--- src/rtl/led_sched_pkg.sv ---
// Shared types and helpers for the LED bank scheduler.
package led_sched_pkg;

  typedef enum logic {IDLE, HOLD} state_t;

  localparam int LED_WIDTH = 8;

  // Maps a logical pattern (1 = lit) onto the pin level.
  function automatic logic [LED_WIDTH-1:0] led_drive(input logic [LED_WIDTH-1:0] pattern,
                                                     input logic active_low);
    return active_low ? ~pattern : pattern;
  endfunction

endpackage

--- src/rtl/rr_pick.sv ---
// Round-robin picker: first set request at or after start, wrapping at NUM_REQ-1.
module rr_pick #(
  parameter int NUM_REQ = 4,
  localparam int IDX_W = $clog2(NUM_REQ)
) (
  input  logic [NUM_REQ-1:0] req,
  input  logic [IDX_W-1:0]   start,
  output logic               valid,
  output logic [IDX_W-1:0]   idx
);

  int j;

  always_comb begin
    valid = 1'b0;
    idx   = '0;
    j     = 0;
    for (int k = 0; k < NUM_REQ; k++) begin
      j = int'(start) + k;
      if (j >= NUM_REQ) j = j - NUM_REQ;
      if (!valid && req[IDX_W'(j)]) begin
        valid = 1'b1;
        idx   = IDX_W'(j);
      end
    end
  end

endmodule

--- src/rtl/led_scheduler.sv ---
// Time-slices the 8-LED bank between NUM_REQ pattern sources with round-robin hold-time grants.
// Optional PWM dimming is enabled by defining LED_SCHED_PWM_EN.
module led_scheduler
  import led_sched_pkg::*;
#(
  parameter int NUM_REQ     = 4,
  parameter int HOLD_CYCLES = 13300000,
  parameter int ACTIVE_LOW  = 1,
  parameter int PWM_BITS    = 4
) (
  input  logic                           clock,
  input  logic                           reset,
  input  logic [NUM_REQ-1:0]             req,
  input  logic [NUM_REQ*LED_WIDTH-1:0]   pattern,
  input  logic [PWM_BITS-1:0]            brightness,
  output logic [NUM_REQ-1:0]             grant,
  output logic [LED_WIDTH-1:0]           leds
);

  localparam int IDX_W = $clog2(NUM_REQ);
  localparam int CNT_W = $clog2(HOLD_CYCLES + 1);
  localparam logic [CNT_W-1:0]     HOLD_LOAD = CNT_W'(HOLD_CYCLES - 1);
  localparam logic [NUM_REQ-1:0]   ONE_HOT0  = NUM_REQ'(1);
  localparam logic [LED_WIDTH-1:0] LEDS_OFF  = led_drive('0, ACTIVE_LOW != 0);

  state_t                 state;
  logic [IDX_W-1:0]       rr_ptr;
  logic [IDX_W-1:0]       gidx;
  logic [CNT_W-1:0]       hold_cnt;
  logic [IDX_W-1:0]       pick_start;
  logic [IDX_W-1:0]       pick_idx;
  logic                   pick_vld;
  logic                   pwm_on;
  logic [LED_WIDTH-1:0]   lit;
  logic [LED_WIDTH-1:0]   pat_arr [NUM_REQ];

  function automatic logic [IDX_W-1:0] next_idx(input logic [IDX_W-1:0] i);
    return (i == IDX_W'(NUM_REQ - 1)) ? '0 : i + 1'b1;
  endfunction

  for (genvar i = 0; i < NUM_REQ; i++) begin : g_pat
    assign pat_arr[i] = pattern[i*LED_WIDTH +: LED_WIDTH];
  end

  // While holding, the search starts after the owner so the owner is considered last.
  assign pick_start = (state == HOLD) ? next_idx(gidx) : rr_ptr;

  rr_pick #(.NUM_REQ(NUM_REQ)) u_pick (
    .req   (req),
    .start (pick_start),
    .valid (pick_vld),
    .idx   (pick_idx)
  );

`ifdef LED_SCHED_PWM_EN
  logic [PWM_BITS-1:0] pwm_cnt;

  always_ff @(posedge clock) begin
    if (reset) pwm_cnt <= '0;
    else       pwm_cnt <= pwm_cnt + 1'b1;
  end

  // All-ones brightness means fully on rather than 15/16 duty.
  assign pwm_on = (&brightness) || (pwm_cnt < brightness);
`else
  logic unused_brightness;
  assign unused_brightness = ^brightness;
  assign pwm_on = 1'b1;
`endif

  assign lit = pat_arr[gidx] & {LED_WIDTH{pwm_on}};

  always_ff @(posedge clock) begin
    if (reset) begin
      state    <= IDLE;
      grant    <= '0;
      gidx     <= '0;
      rr_ptr   <= '0;
      hold_cnt <= '0;
      leds     <= LEDS_OFF;
    end else begin
      case (state)
        IDLE: begin
          leds <= LEDS_OFF;
          if (pick_vld) begin
            state    <= HOLD;
            grant    <= ONE_HOT0 << pick_idx;
            gidx     <= pick_idx;
            hold_cnt <= HOLD_LOAD;
          end
        end
        HOLD: begin
          // Release wins over expiry.
          if (!req[gidx]) begin
            state  <= IDLE;
            grant  <= '0;
            rr_ptr <= next_idx(gidx);
            leds   <= LEDS_OFF;
          end else begin
            leds <= led_drive(lit, ACTIVE_LOW != 0);
            if (hold_cnt == '0) begin
              grant    <= ONE_HOT0 << pick_idx;
              gidx     <= pick_idx;
              hold_cnt <= HOLD_LOAD;
              rr_ptr   <= next_idx(pick_idx);
            end else begin
              hold_cnt <= hold_cnt - 1'b1;
            end
          end
        end
        default: state <= IDLE;
      endcase
    end
  end

endmodule

--- config.mk ---
export PLATFORM = sky130hd
export DESIGN_NAME = led_scheduler
export DESIGN_NICKNAME = d
export VERILOG_FILES = /design/src/rtl/led_sched_pkg.sv /design/src/rtl/rr_pick.sv /design/src/rtl/led_scheduler.sv
export SDC_FILE = /design/constraint.sdc
export NUM_CORES = 1
export LEC_CHECK = 0
export CAP_MARGIN = 0
export CELL_PAD_IN_SITES_DETAIL_PLACEMENT = 1
export CELL_PAD_IN_SITES_GLOBAL_PLACEMENT = 2
export CORE_MARGIN = 2
export CORE_UTILIZATION = 27
export CTS_CLUSTER_SIZE = 8
export DETAILED_ROUTE_END_ITERATION = 12
export GPL_TIMING_DRIVEN = 0
export PLACE_DENSITY_LB_ADDON = 0.3
export SYNTH_ARGS = -nofsm -noshare
export SYNTH_HDL_FRONTEND = slang
export SYNTH_SLANG_ARGS = --single-unit
--- constraint.sdc ---
create_clock -name clock -period 2.35 [get_ports clock]
set_clock_uncertainty 0.15 [all_clocks]
set_input_delay 0.3525 -clock clock [delete_from_list [all_inputs] [get_ports clock]]
set_output_delay 0.3525 -clock clock [all_outputs]
set_load 0.05 [all_outputs]
==> results of run 1 <==
[worst max path at each step]
stage	cells after the start	to	slack (ns)	from
finish	6	hold_cnt[21]	-0.29	hold_cnt[5]
detailed placement	7	hold_cnt[20]	-0.72	req[2]
floorplan	6	hold_cnt[21]	-0.14	hold_cnt[7]
CTS	6	hold_cnt[21]	-0.30	hold_cnt[5]
global route	7	grant[3]	-0.37	hold_cnt[5]
global placement	7	hold_cnt[20]	-0.68	req[3]
[state kept, by name, indices dropped and copies added (netlist names)]
name / count
rr_ptr: 2
leds: 8
gidx: 2
grant: 4
state: 1
hold_cnt: 24
[power by group through the flow]
stage	combinational, W	sequential, W	clock (W)
floorplan	0.000444	0.000899	0
global placement	0.000725	0.000858	0
detailed placement	0.000736	0.000859	0
CTS	0.000930	0.000855	0.000499
global route	0.00108	0.000874	0.000528
finish	0.000993	0.000862	0.000490
[layer usage]
metal | track usage, % | wire length, um
met1 | 24.1 | 3950
met2 | 29.3 | 4150
met3 | 3.68 | 474
met4 | 3.90 | 42
met5 | 0 | 0
[per-stage QoR]
step / worst slack [ns] / cell area (sq um) / hold slack (ns)
after floorplan: -0.136 / 2360 / 0.291
after global placement: -0.681 / 2980 / 0.317
after detailed placement: -0.721 / 2980 / 0.322
after CTS: -0.303 / 3520 / 0.335
after global routing: -0.368 / 3690 / 0.363
final: -0.286 / 3690 / 0.337
[what timing repair did]
action / CTS / global route
endpoints found under the setup margin: 33 / 41
gates cloned: 2 / 1
pin swaps: 33 / 21
buffers inserted: 27 / 6
gates resized for setup: 53 / 30
[layout make-up]
type | count | area [sq um] | area share (%)
multi-input cells | 197 | 1700 | 46.1
inverters | 9 | 33.8 | 0.915
clock inverters | 3 | 17.5 | 0.474
repair buffers | 84 | 791 | 21.4
plain buffers | 12 | 118 | 3.18
clock buffers | 5 | 68.8 | 1.86
flip-flops and latches | 41 | 830 | 22.5
well taps | 105 | 131 | 3.56
[cell usage in the layout (no fill, tap or decap), types with 5 or more instances in the layout]
cell,count
sky130_fd_sc_hd__buf_4,27
sky130_fd_sc_hd__a31oi_1,9
sky130_fd_sc_hd__nand2_1,22
sky130_fd_sc_hd__a21oi_1,9
sky130_fd_sc_hd__nand2b_1,7
sky130_fd_sc_hd__clkbuf_2,5
sky130_fd_sc_hd__a21oi_2,6
sky130_fd_sc_hd__o21ai_0,12
sky130_fd_sc_hd__buf_6,5
sky130_fd_sc_hd__mux4_2,10
sky130_fd_sc_hd__inv_1,9
sky130_fd_sc_hd__dfxtp_1,36
sky130_fd_sc_hd__clkbuf_8,8
sky130_fd_sc_hd__a311oi_1,9
sky130_fd_sc_hd__or3_1,6
sky130_fd_sc_hd__clkdlybuf4s50_1,49
sky130_fd_sc_hd__ha_1,6
sky130_fd_sc_hd__nor2_1,14
[logic make-up after synthesis]
kind of cell    synth area share [%]
buf+inv                         3.43
mux                             10.6
compound gates                  23.2
simple gates                    23.9
fa+ha+maj                       3.75
flops                           35.2
==> report_table.html, run 1 <==
<table>
<tr><th>Metric</th><th>Value</th></tr>
<tr><th colspan="2">Timing</th></tr>
<tr><td>Setup tns final</td><td>-5.19 ns</td></tr>
<tr><td>Number of max-slew violations in the final report</td><td>0</td></tr>
<tr><td>Unrepaired setup endpoints after global routing</td><td>true</td></tr>
<tr><td>Number of hold-slack violations in the final timing report</td><td>0</td></tr>
<tr><td>Worst slew pin tran</td><td>0.782 ns</td></tr>
<tr><td>Maximum achievable frequency</td><td>between 300 and 400 MHz</td></tr>
<tr><td>Fin crit share</td><td>112%</td></tr>
<tr><td>Worst max-slew margin expressed relative to the limit</td><td>roughly 48%</td></tr>
<tr><td>Clock period minus final worst setup slack</td><td>approximately 2.6 ns</td></tr>
<tr><td>PnR worst setup slack</td><td>-0.286 ns</td></tr>
<tr><td>Setup violations, final</td><td>29</td></tr>
<tr><th colspan="2">Floorplan</th></tr>
<tr><td>Placeable core region</td><td>about 8300 sq um</td></tr>
<tr><td>Overall die height</td><td>just under 100 um</td></tr>
<tr><td>Initial core utilization</td><td>28.1%</td></tr>
<tr><td>Rows</td><td>33</td></tr>
<tr><td>Die width</td><td>a little under 100 um</td></tr>
<tr><td>Ports</td><td>54</td></tr>
<tr><td>Die Area</td><td>9400 sq um</td></tr>
<tr><th colspan="2">Power</th></tr>
<tr><td>Reported net switching power</td><td>just under 0.0009 W</td></tr>
<tr><td>Power share of the sequential group</td><td>about 37%</td></tr>
<tr><td>Internal portion of total power</td><td>between 0.001 and 0.0015 W</td></tr>
<tr><td>Total power density per cell area</td><td>between 600 and 700 nW/um^2</td></tr>
<tr><td>Worst ir drop on vdd</td><td>0.000273 V</td></tr>
<tr><td>Relative contribution of the clock network to total power</td><td>a little over a fifth</td></tr>
<tr><td>Leakage power total</td><td>1.33 nW</td></tr>
<tr><td>Sw Ratio</td><td>37.5%</td></tr>
<tr><td>Overall Power</td><td>roughly 0.0023 W</td></tr>
<tr><td>Share of power burned in combinational logic</td><td>between 40% and 50%</td></tr>
<tr><th colspan="2">Critical path</th></tr>
<tr><td>Critical path class</td><td>reg -&gt; reg</td></tr>
<tr><td>Setup slack, reg-to-reg</td><td>-0.29 ns</td></tr>
<tr><td>Cells along the critical path</td><td>or4_4 &gt; nand2b_4 &gt; or4_4 &gt; or4_4 &gt; or3_4 &gt; a21oi_2</td></tr>
<tr><td>Reg-to-Reg Start</td><td>hold_cnt[5]</td></tr>
<tr><td>Crit path buffers/inverters</td><td>0</td></tr>
<tr><td>Crit Reg-Reg Endpoint</td><td>hold_cnt[21]</td></tr>
<tr><td>Crit path capture type</td><td>flop</td></tr>
<tr><td>Crit-path max cell delay</td><td>approximately 0.53 ns</td></tr>
<tr><td>Crit path launch type</td><td>flop</td></tr>
<tr><td>Slowest stage cell on the critical path</td><td>sky130_fd_sc_hd__or4_4</td></tr>
<tr><td>Cell type with the highest occurrence count on the critical path</td><td>sky130_fd_sc_hd__or4_4</td></tr>
<tr><td>Category of cells accounting for the largest share of critical-path delay</td><td>simple AND/OR/NAND/NOR gates</td></tr>
<tr><td>Worst path arrival time</td><td>between 2 and 3 ns</td></tr>
<tr><td>Cells on worst reg2reg path</td><td>6</td></tr>
<tr><td>Worst EP required</td><td>between 2 and 2.5 ns</td></tr>
<tr><td>Max FO, Critical Path</td><td>2</td></tr>
<tr><th colspan="2">Final layout</th></tr>
<tr><td>Share of the core filled with cells</td><td>44.5%</td></tr>
<tr><td>Filler cells</td><td>972</td></tr>
<tr><td>Relative area change from synthesis to final layout</td><td>58.3%</td></tr>
<tr><td>Final Net Count</td><td>roughly 400</td></tr>
<tr><td>Layout cell share with drive strength beyond 1</td><td>34.8%</td></tr>
<tr><td>Filler-free cell count of the finished design</td><td>roughly 460</td></tr>
<tr><td>Number of diodes added for antenna fixing</td><td>0</td></tr>
<tr><th colspan="2">CTS</th></tr>
<tr><td>Clock insertion delay at the later pin of the skew report</td><td>between 0.3 and 0.4 ns</td></tr>
<tr><td># clock sinks</td><td>41</td></tr>
<tr><td>H-tree levels</td><td>2</td></tr>
<tr><td>Clk slew on worst S/H paths</td><td>around 0.09 ns</td></tr>
<tr><td>TritonCTS clock tree</td><td>yes</td></tr>
<tr><td>TritonCTS Buffers</td><td>5</td></tr>
<tr><td>Maximum clock path buffer count</td><td>2</td></tr>
<tr><td>Clock root cell</td><td>sky130_fd_sc_hd__clkbuf_8</td></tr>
<tr><td>Total of hold buffers inserted after clock tree synthesis</td><td>0</td></tr>
<tr><th colspan="2">Min path</th></tr>
<tr><td>Number of cells on the worst hold path</td><td>1</td></tr>
<tr><td>Hold Path End</td><td>grant[3]</td></tr>
<tr><td>Worst min-delay path startpoint</td><td>grant[3]</td></tr>
<tr><td>Worst hold path class</td><td>reg -&gt; reg</td></tr>
<tr><th colspan="2">GRT</th></tr>
<tr><td>Pin count of the biggest net entering global routing</td><td>14</td></tr>
<tr><td>Sum of overflow across all layers after global routing</td><td>0</td></tr>
<tr><td>Number of global-route vias before repair</td><td>about 2500</td></tr>
<tr><td>Wire length of the first global-routing pass</td><td>around 14 mm</td></tr>
<tr><td>Number of antenna violations at the first check in global routing</td><td>0</td></tr>
<tr><td>GRT Total Usage</td><td>17.8%</td></tr>
<tr><th colspan="2">Yosys</th></tr>
<tr><td>Post-Synthesis Cell Area</td><td>2330 sq um</td></tr>
<tr><td>Seq cells post-synth</td><td>a little over 40</td></tr>
<tr><td>Post-synthesis average cell area</td><td>around 9.0 sq um</td></tr>
<tr><td>Portion of the post-synthesis area used by sequential elements</td><td>approximately a third</td></tr>
<tr><td>Syn Nets</td><td>between 300 and 400</td></tr>
<tr><td>Yosys warnings</td><td>0</td></tr>
<tr><td>Fraction of registers with async set or reset after synthesis</td><td>0%</td></tr>
<tr><td>Biggest area consumer among synthesized cells</td><td>sky130_fd_sc_hd__dfxtp_1</td></tr>
<tr><td>Post-synth top cells</td><td>sky130_fd_sc_hd__dfxtp_1, sky130_fd_sc_hd__nand2_1, sky130_fd_sc_hd__nor2_1, sky130_fd_sc_hd__o21ai_0, sky130_fd_sc_hd__a21oi_1</td></tr>
<tr><td>Top cells by area, synth</td><td>sky130_fd_sc_hd__dfxtp_1, sky130_fd_sc_hd__mux4_2, sky130_fd_sc_hd__ha_1</td></tr>
<tr><td>Fraction of post-synthesis cell area in the top cell type by area</td><td>between 30% and 40%</td></tr>
<tr><td>Post-synthesis cell type count</td><td>48</td></tr>
<tr><td>Cells after Synth</td><td>about 260</td></tr>
<tr><td>Count of flip-flops with a built-in enable after synthesis</td><td>0</td></tr>
<tr><td>Primary FF master, synth</td><td>sky130_fd_sc_hd__dfxtp_1</td></tr>
<tr><td>Dominant cell by count in the synthesized netlist</td><td>sky130_fd_sc_hd__dfxtp_1</td></tr>
<tr><th colspan="2">Route</th></tr>
<tr><td>Post-detailed-routing wire length</td><td>~8.6 mm</td></tr>
<tr><td>Violation count after the first detailed-route iteration</td><td>85</td></tr>
<tr><td>Wire length per cell</td><td>18.9 um</td></tr>
<tr><td>Final antenna-violating net count</td><td>0</td></tr>
<tr><td>DRC viols</td><td>0</td></tr>
<tr><td>Number of vias after detailed routing</td><td>between 2000 and 3000</td></tr>
<tr><td>TritonRoute pass-1 iters</td><td>4</td></tr>
<tr><td>Vias per cell</td><td>between 5 and 6</td></tr>
<tr><th colspan="2">Placed design</th></tr>
<tr><td>Number of buffers added on ports</td><td>just under 50</td></tr>
<tr><td>Placed cells</td><td>approximately 410</td></tr>
<tr><td>RePlAce Congestion</td><td>between 0.7 and 0.8</td></tr>
<tr><td>HPWL reported at the end of detailed placement</td><td>between 5 and 6 mm</td></tr>
<tr><th colspan="2">Flow run</th></tr>
<tr><td>Number of maximum-capacitance violations</td><td>0</td></tr>
<tr><th colspan="2">Status</th></tr>
<tr><td>Outcome</td><td>finished, violations left</td></tr>
<tr><td>Violated checks</td><td>negative setup slack</td></tr>
</table>
(Power assumes the default switching activity.)
==> run 2: changes to the inputs <==
--- a/config.mk
+++ b/config.mk
@@ -8,10 +8,12 @@
 export CAP_MARGIN = 0
 export CELL_PAD_IN_SITES_DETAIL_PLACEMENT = 1
 export CELL_PAD_IN_SITES_GLOBAL_PLACEMENT = 2
+export CORE_ASPECT_RATIO = 1.25
 export CORE_MARGIN = 2
 export CORE_UTILIZATION = 27
 export CTS_CLUSTER_SIZE = 8
 export DETAILED_ROUTE_END_ITERATION = 12
+export GPL_ROUTABILITY_DRIVEN = 0
 export GPL_TIMING_DRIVEN = 0
 export PLACE_DENSITY_LB_ADDON = 0.3
 export SYNTH_ARGS = -nofsm -noshare
==> report_table.html, run 2 (synthesis gave the netlist of run 1 again) <==
<table>
<tr><th>Metric</th><th>Value</th></tr>
<tr><th colspan="2">Status</th></tr>
<tr><td>Outcome</td><td>finished, violations left</td></tr>
<tr><td>Violated checks</td><td>negative setup slack</td></tr>
<tr><th colspan="2">Floorplan</th></tr>
<tr><td>Rows</td><td>37 (+12%)</td></tr>
<tr><td>Overall die height</td><td>108 um (+11%)</td></tr>
<tr><td>Placeable core region</td><td>8330 sq um (+0.41%)</td></tr>
<tr><td>Die width</td><td>87.2 um (-10%)</td></tr>
<tr><td>Initial core utilization</td><td>28.0% (-0.11 points)</td></tr>
<tr><td>Ports</td><td>54 (unchanged)</td></tr>
<tr><td>Die Area</td><td>9410 sq um (about the same)</td></tr>
<tr><th colspan="2">Critical path</th></tr>
<tr><td>Crit path launch type</td><td>flop</td></tr>
<tr><td>Worst EP required</td><td>2.44 ns (about the same)</td></tr>
<tr><td>Reg-to-Reg Start</td><td>hold_cnt[7]</td></tr>
<tr><td>Crit-path max cell delay</td><td>0.55 ns (+0.02 ns)</td></tr>
<tr><td>Worst path arrival time</td><td>2.64 ns (-0.09 ns)</td></tr>
<tr><td>Crit Reg-Reg Endpoint</td><td>hold_cnt[21]</td></tr>
<tr><td>Crit path capture type</td><td>flop</td></tr>
<tr><td>Critical path class</td><td>reg -&gt; reg</td></tr>
<tr><td>Cells on worst reg2reg path</td><td>6 (unchanged)</td></tr>
<tr><td>Setup slack, reg-to-reg</td><td>-0.19 ns (+0.09 ns)</td></tr>
<tr><td>Max FO, Critical Path</td><td>4 (+2)</td></tr>
<tr><td>Cell type with the highest occurrence count on the critical path</td><td>sky130_fd_sc_hd__or4_4</td></tr>
<tr><td>Slowest stage cell on the critical path</td><td>sky130_fd_sc_hd__or4_4</td></tr>
<tr><td>Crit path buffers/inverters</td><td>0 (unchanged)</td></tr>
<tr><td>Cells along the critical path</td><td>or4_4 &gt; nand2b_4 &gt; or4_4 &gt; or4_4 &gt; or3_1 &gt; a21oi_1</td></tr>
<tr><td>Category of cells accounting for the largest share of critical-path delay</td><td>simple AND/OR/NAND/NOR gates</td></tr>
<tr><th colspan="2">CTS</th></tr>
<tr><td>Clk slew on worst S/H paths</td><td>0.09 ns (about the same)</td></tr>
<tr><td>TritonCTS Buffers</td><td>5 (unchanged)</td></tr>
<tr><td># clock sinks</td><td>41 (unchanged)</td></tr>
<tr><td>Clock insertion delay at the later pin of the skew report</td><td>0.30 ns (about the same)</td></tr>
<tr><td>Maximum clock path buffer count</td><td>2 (unchanged)</td></tr>
<tr><td>H-tree levels</td><td>2 (unchanged)</td></tr>
<tr><td>Clock root cell</td><td>sky130_fd_sc_hd__clkbuf_8</td></tr>
<tr><td>TritonCTS clock tree</td><td>yes</td></tr>
<tr><th colspan="2">Timing</th></tr>
<tr><td>Worst slew pin tran</td><td>0.850 ns (+0.0684 ns)</td></tr>
<tr><td>Fin crit share</td><td>108% (-3.9 points)</td></tr>
<tr><td>PnR worst setup slack</td><td>-0.194 ns (+0.0915 ns)</td></tr>
<tr><td>Setup violations, final</td><td>24 (-17%)</td></tr>
<tr><td>Worst max-slew margin expressed relative to the limit</td><td>43.3% (-4.6 points)</td></tr>
<tr><td>Clock period minus final worst setup slack</td><td>2.54 ns (-0.0915 ns)</td></tr>
<tr><td>Number of hold-slack violations in the final timing report</td><td>0 (unchanged)</td></tr>
<tr><td>Maximum achievable frequency</td><td>393 MHz (+3.6%)</td></tr>
<tr><td>Unrepaired setup endpoints after global routing</td><td>true</td></tr>
<tr><td>Setup tns final</td><td>-1.39 ns (+3.80 ns)</td></tr>
<tr><td>Number of max-slew violations in the final report</td><td>0 (unchanged)</td></tr>
<tr><th colspan="2">Placed design</th></tr>
<tr><td>Number of buffers added on ports</td><td>49 (unchanged)</td></tr>
<tr><td>HPWL reported at the end of detailed placement</td><td>5.44 mm (-1.3%)</td></tr>
<tr><td>Placed cells</td><td>404 (-1.9%)</td></tr>
<tr><th colspan="2">Route</th></tr>
<tr><td>TritonRoute pass-1 iters</td><td>4 (unchanged)</td></tr>
<tr><td>Violation count after the first detailed-route iteration</td><td>54 (-36%)</td></tr>
<tr><td>Wire length per cell</td><td>19.4 um (+2.8%)</td></tr>
<tr><td>Vias per cell</td><td>5.60 (+1.7%)</td></tr>
<tr><td>Post-detailed-routing wire length</td><td>8.65 mm (+0.30%)</td></tr>
<tr><td>DRC viols</td><td>0 (unchanged)</td></tr>
<tr><td>Number of vias after detailed routing</td><td>2492 (-0.80%)</td></tr>
<tr><td>Final antenna-violating net count</td><td>0 (unchanged)</td></tr>
<tr><th colspan="2">Final layout</th></tr>
<tr><td>Most flop-heavy register</td><td>hold_cnt</td></tr>
<tr><td>Final Net Count</td><td>396 (-0.75%)</td></tr>
<tr><td>Largest registers</td><td>hold_cnt: 24 flops, leds: 8 flops, grant: 4 flops</td></tr>
<tr><td>Area occupied by multi-input gates</td><td>1780 sq um (+4.5%)</td></tr>
<tr><td>Layout cell share with drive strength beyond 1</td><td>34.5% (-0.28 points)</td></tr>
<tr><td>Number of diodes added for antenna fixing</td><td>0 (unchanged)</td></tr>
<tr><td>Sequential cell area</td><td>833 sq um (+0.45%)</td></tr>
<tr><td>Most frequent standard cell in the layout excluding fill and tap cells</td><td>sky130_fd_sc_hd__clkdlybuf4s50_1</td></tr>
<tr><td>Filler cells</td><td>939 (-3.4%)</td></tr>
<tr><td>Flip-flop count of the largest register after layout</td><td>24 (unchanged)</td></tr>
<tr><td>Leading cell types in the layout, fill and taps excluded</td><td>sky130_fd_sc_hd__clkdlybuf4s50_1, sky130_fd_sc_hd__dfxtp_1, sky130_fd_sc_hd__buf_4</td></tr>
<tr><td>Filler-free cell count of the finished design</td><td>445 (-2.4%)</td></tr>
<tr><td>Relative area change from synthesis to final layout</td><td>62.8%</td></tr>
<tr><th colspan="2">GRT</th></tr>
<tr><td>Number of antenna violations at the first check in global routing</td><td>0 (unchanged)</td></tr>
<tr><td>Pin count of the biggest net entering global routing</td><td>14 (unchanged)</td></tr>
<tr><td>Number of global-route vias before repair</td><td>2631 (+7.0%)</td></tr>
<tr><td>Wire length of the first global-routing pass</td><td>13.2 mm (-2.9%)</td></tr>
<tr><td>Sum of overflow across all layers after global routing</td><td>0 (unchanged)</td></tr>
<tr><td>GRT Total Usage</td><td>17.9% (+0.069 points)</td></tr>
<tr><th colspan="2">Power</th></tr>
<tr><td>Relative contribution of the clock network to total power</td><td>24.5% (+3.6 points)</td></tr>
<tr><td>Total power density per cell area</td><td>671 nW/um^2 (+5.8%)</td></tr>
<tr><td>Sw Ratio</td><td>35.7% (-1.9 points)</td></tr>
<tr><td>Reported net switching power</td><td>0.000910 W (+3.4%)</td></tr>
<tr><td>Overall Power</td><td>0.00255 W (+8.8%)</td></tr>
<tr><td>Power share of the sequential group</td><td>33.9% (-2.9 points)</td></tr>
<tr><td>Leakage power total</td><td>1.36 nW (+2.2%)</td></tr>
<tr><td>Share of power burned in combinational logic</td><td>41.6% (-0.7 points)</td></tr>
<tr><td>Worst ir drop on vdd</td><td>0.000284 V (+4.0%)</td></tr>
<tr><td>Internal portion of total power</td><td>0.00164 W (+12%)</td></tr>
<tr><th colspan="2">Min path</th></tr>
<tr><td>Worst min-delay path startpoint</td><td>grant[1]</td></tr>
<tr><td>Worst hold path class</td><td>reg -&gt; reg</td></tr>
<tr><td>Hold Path End</td><td>grant[1]</td></tr>
<tr><td>Number of cells on the worst hold path</td><td>1 (unchanged)</td></tr>
<tr><th colspan="2">Flow run</th></tr>
<tr><td>Number of maximum-capacitance violations</td><td>0 (unchanged)</td></tr>
</table>
==> run 2: cell count changes in the layout (fill, tap and decap cells not counted), sizes merged <==
cell / change
buf: +2
nor2: -1
bufinv: +1
clkinv: -2
clkdlybuf4s50: -1
clkbuf: -3
dlymetal6s2s: +1
==> run 2: worst max-delay path by stage <==
stage / depth (start not counted) / startpoint / slack [ns] / end
CTS: 6 / hold_cnt[5] / -0.26 / hold_cnt[21]
detailed placement: 7 / req[3] / -0.71 / hold_cnt[20]
global route: 6 / hold_cnt[11] / -0.27 / hold_cnt[21]
global placement: 7 / req[1] / -0.66 / hold_cnt[20]
finish: 6 / hold_cnt[7] / -0.19 / hold_cnt[21]
floorplan: 6 / hold_cnt[7] / -0.14 / hold_cnt[21]
==> run 2: area by class of cell <==
type                    count  area share (%)
clock buffers               6            2.17
flip-flops and latches     41            21.9
clock inverters             2           0.988
repair buffers             82            20.8
well taps                  97            3.19
plain buffers              12            3.10
inverters                   9           0.889
multi-input cells         196            46.9
==> run 2: power groups by stage <==
stage          Clock, W  Sequential (W)  Combinational [W]
6_report       0.000624        0.000865            0.00106
2_1_floorplan         0        0.000899           0.000444
3_5_place_dp          0        0.000860           0.000734
5_1_grt        0.000670        0.000877            0.00114
4_1_cts        0.000643        0.000858           0.000934
3_3_place_gp          0        0.000857           0.000726
==> run 2: metal layers <==
metal  global-route usage [%]  vias up  wire length (um)
li1                         -     1179                 -
met1                     19.2     1234              3440
met2                     33.9       65              4650
met3                     2.90       14               352
met4                     7.47        0               206
met5                        0        -                 0
==> run 2: what timing repair did <==
| item | 4_1_cts | 5_1_grt |
|---|---|---|
| gates cloned | 2 | 1 |
| setup endpoints to repair | 32 | 33 |
| pin swaps | 35 | 20 |
| hold buffers | 0 | 0 |
| resized for setup | 62 | 40 |
| setup buffers | 22 | 8 |
==> run 2: stage by stage <==
stage | utilization [%] | hold WS [ns] | setup WS (ns) | instance area (sq um)
floorplan | - | 0.291 | -0.136 | 2360
global placement | 35.7 | 0.313 | -0.665 | 2970
detailed placement | 35.7 | 0.317 | -0.707 | 2970
CTS | 42.8 | 0.339 | -0.263 | 3570
global route | 45.6 | 0.357 | -0.272 | 3800
finish | 45.6 | 0.332 | -0.194 | 3800
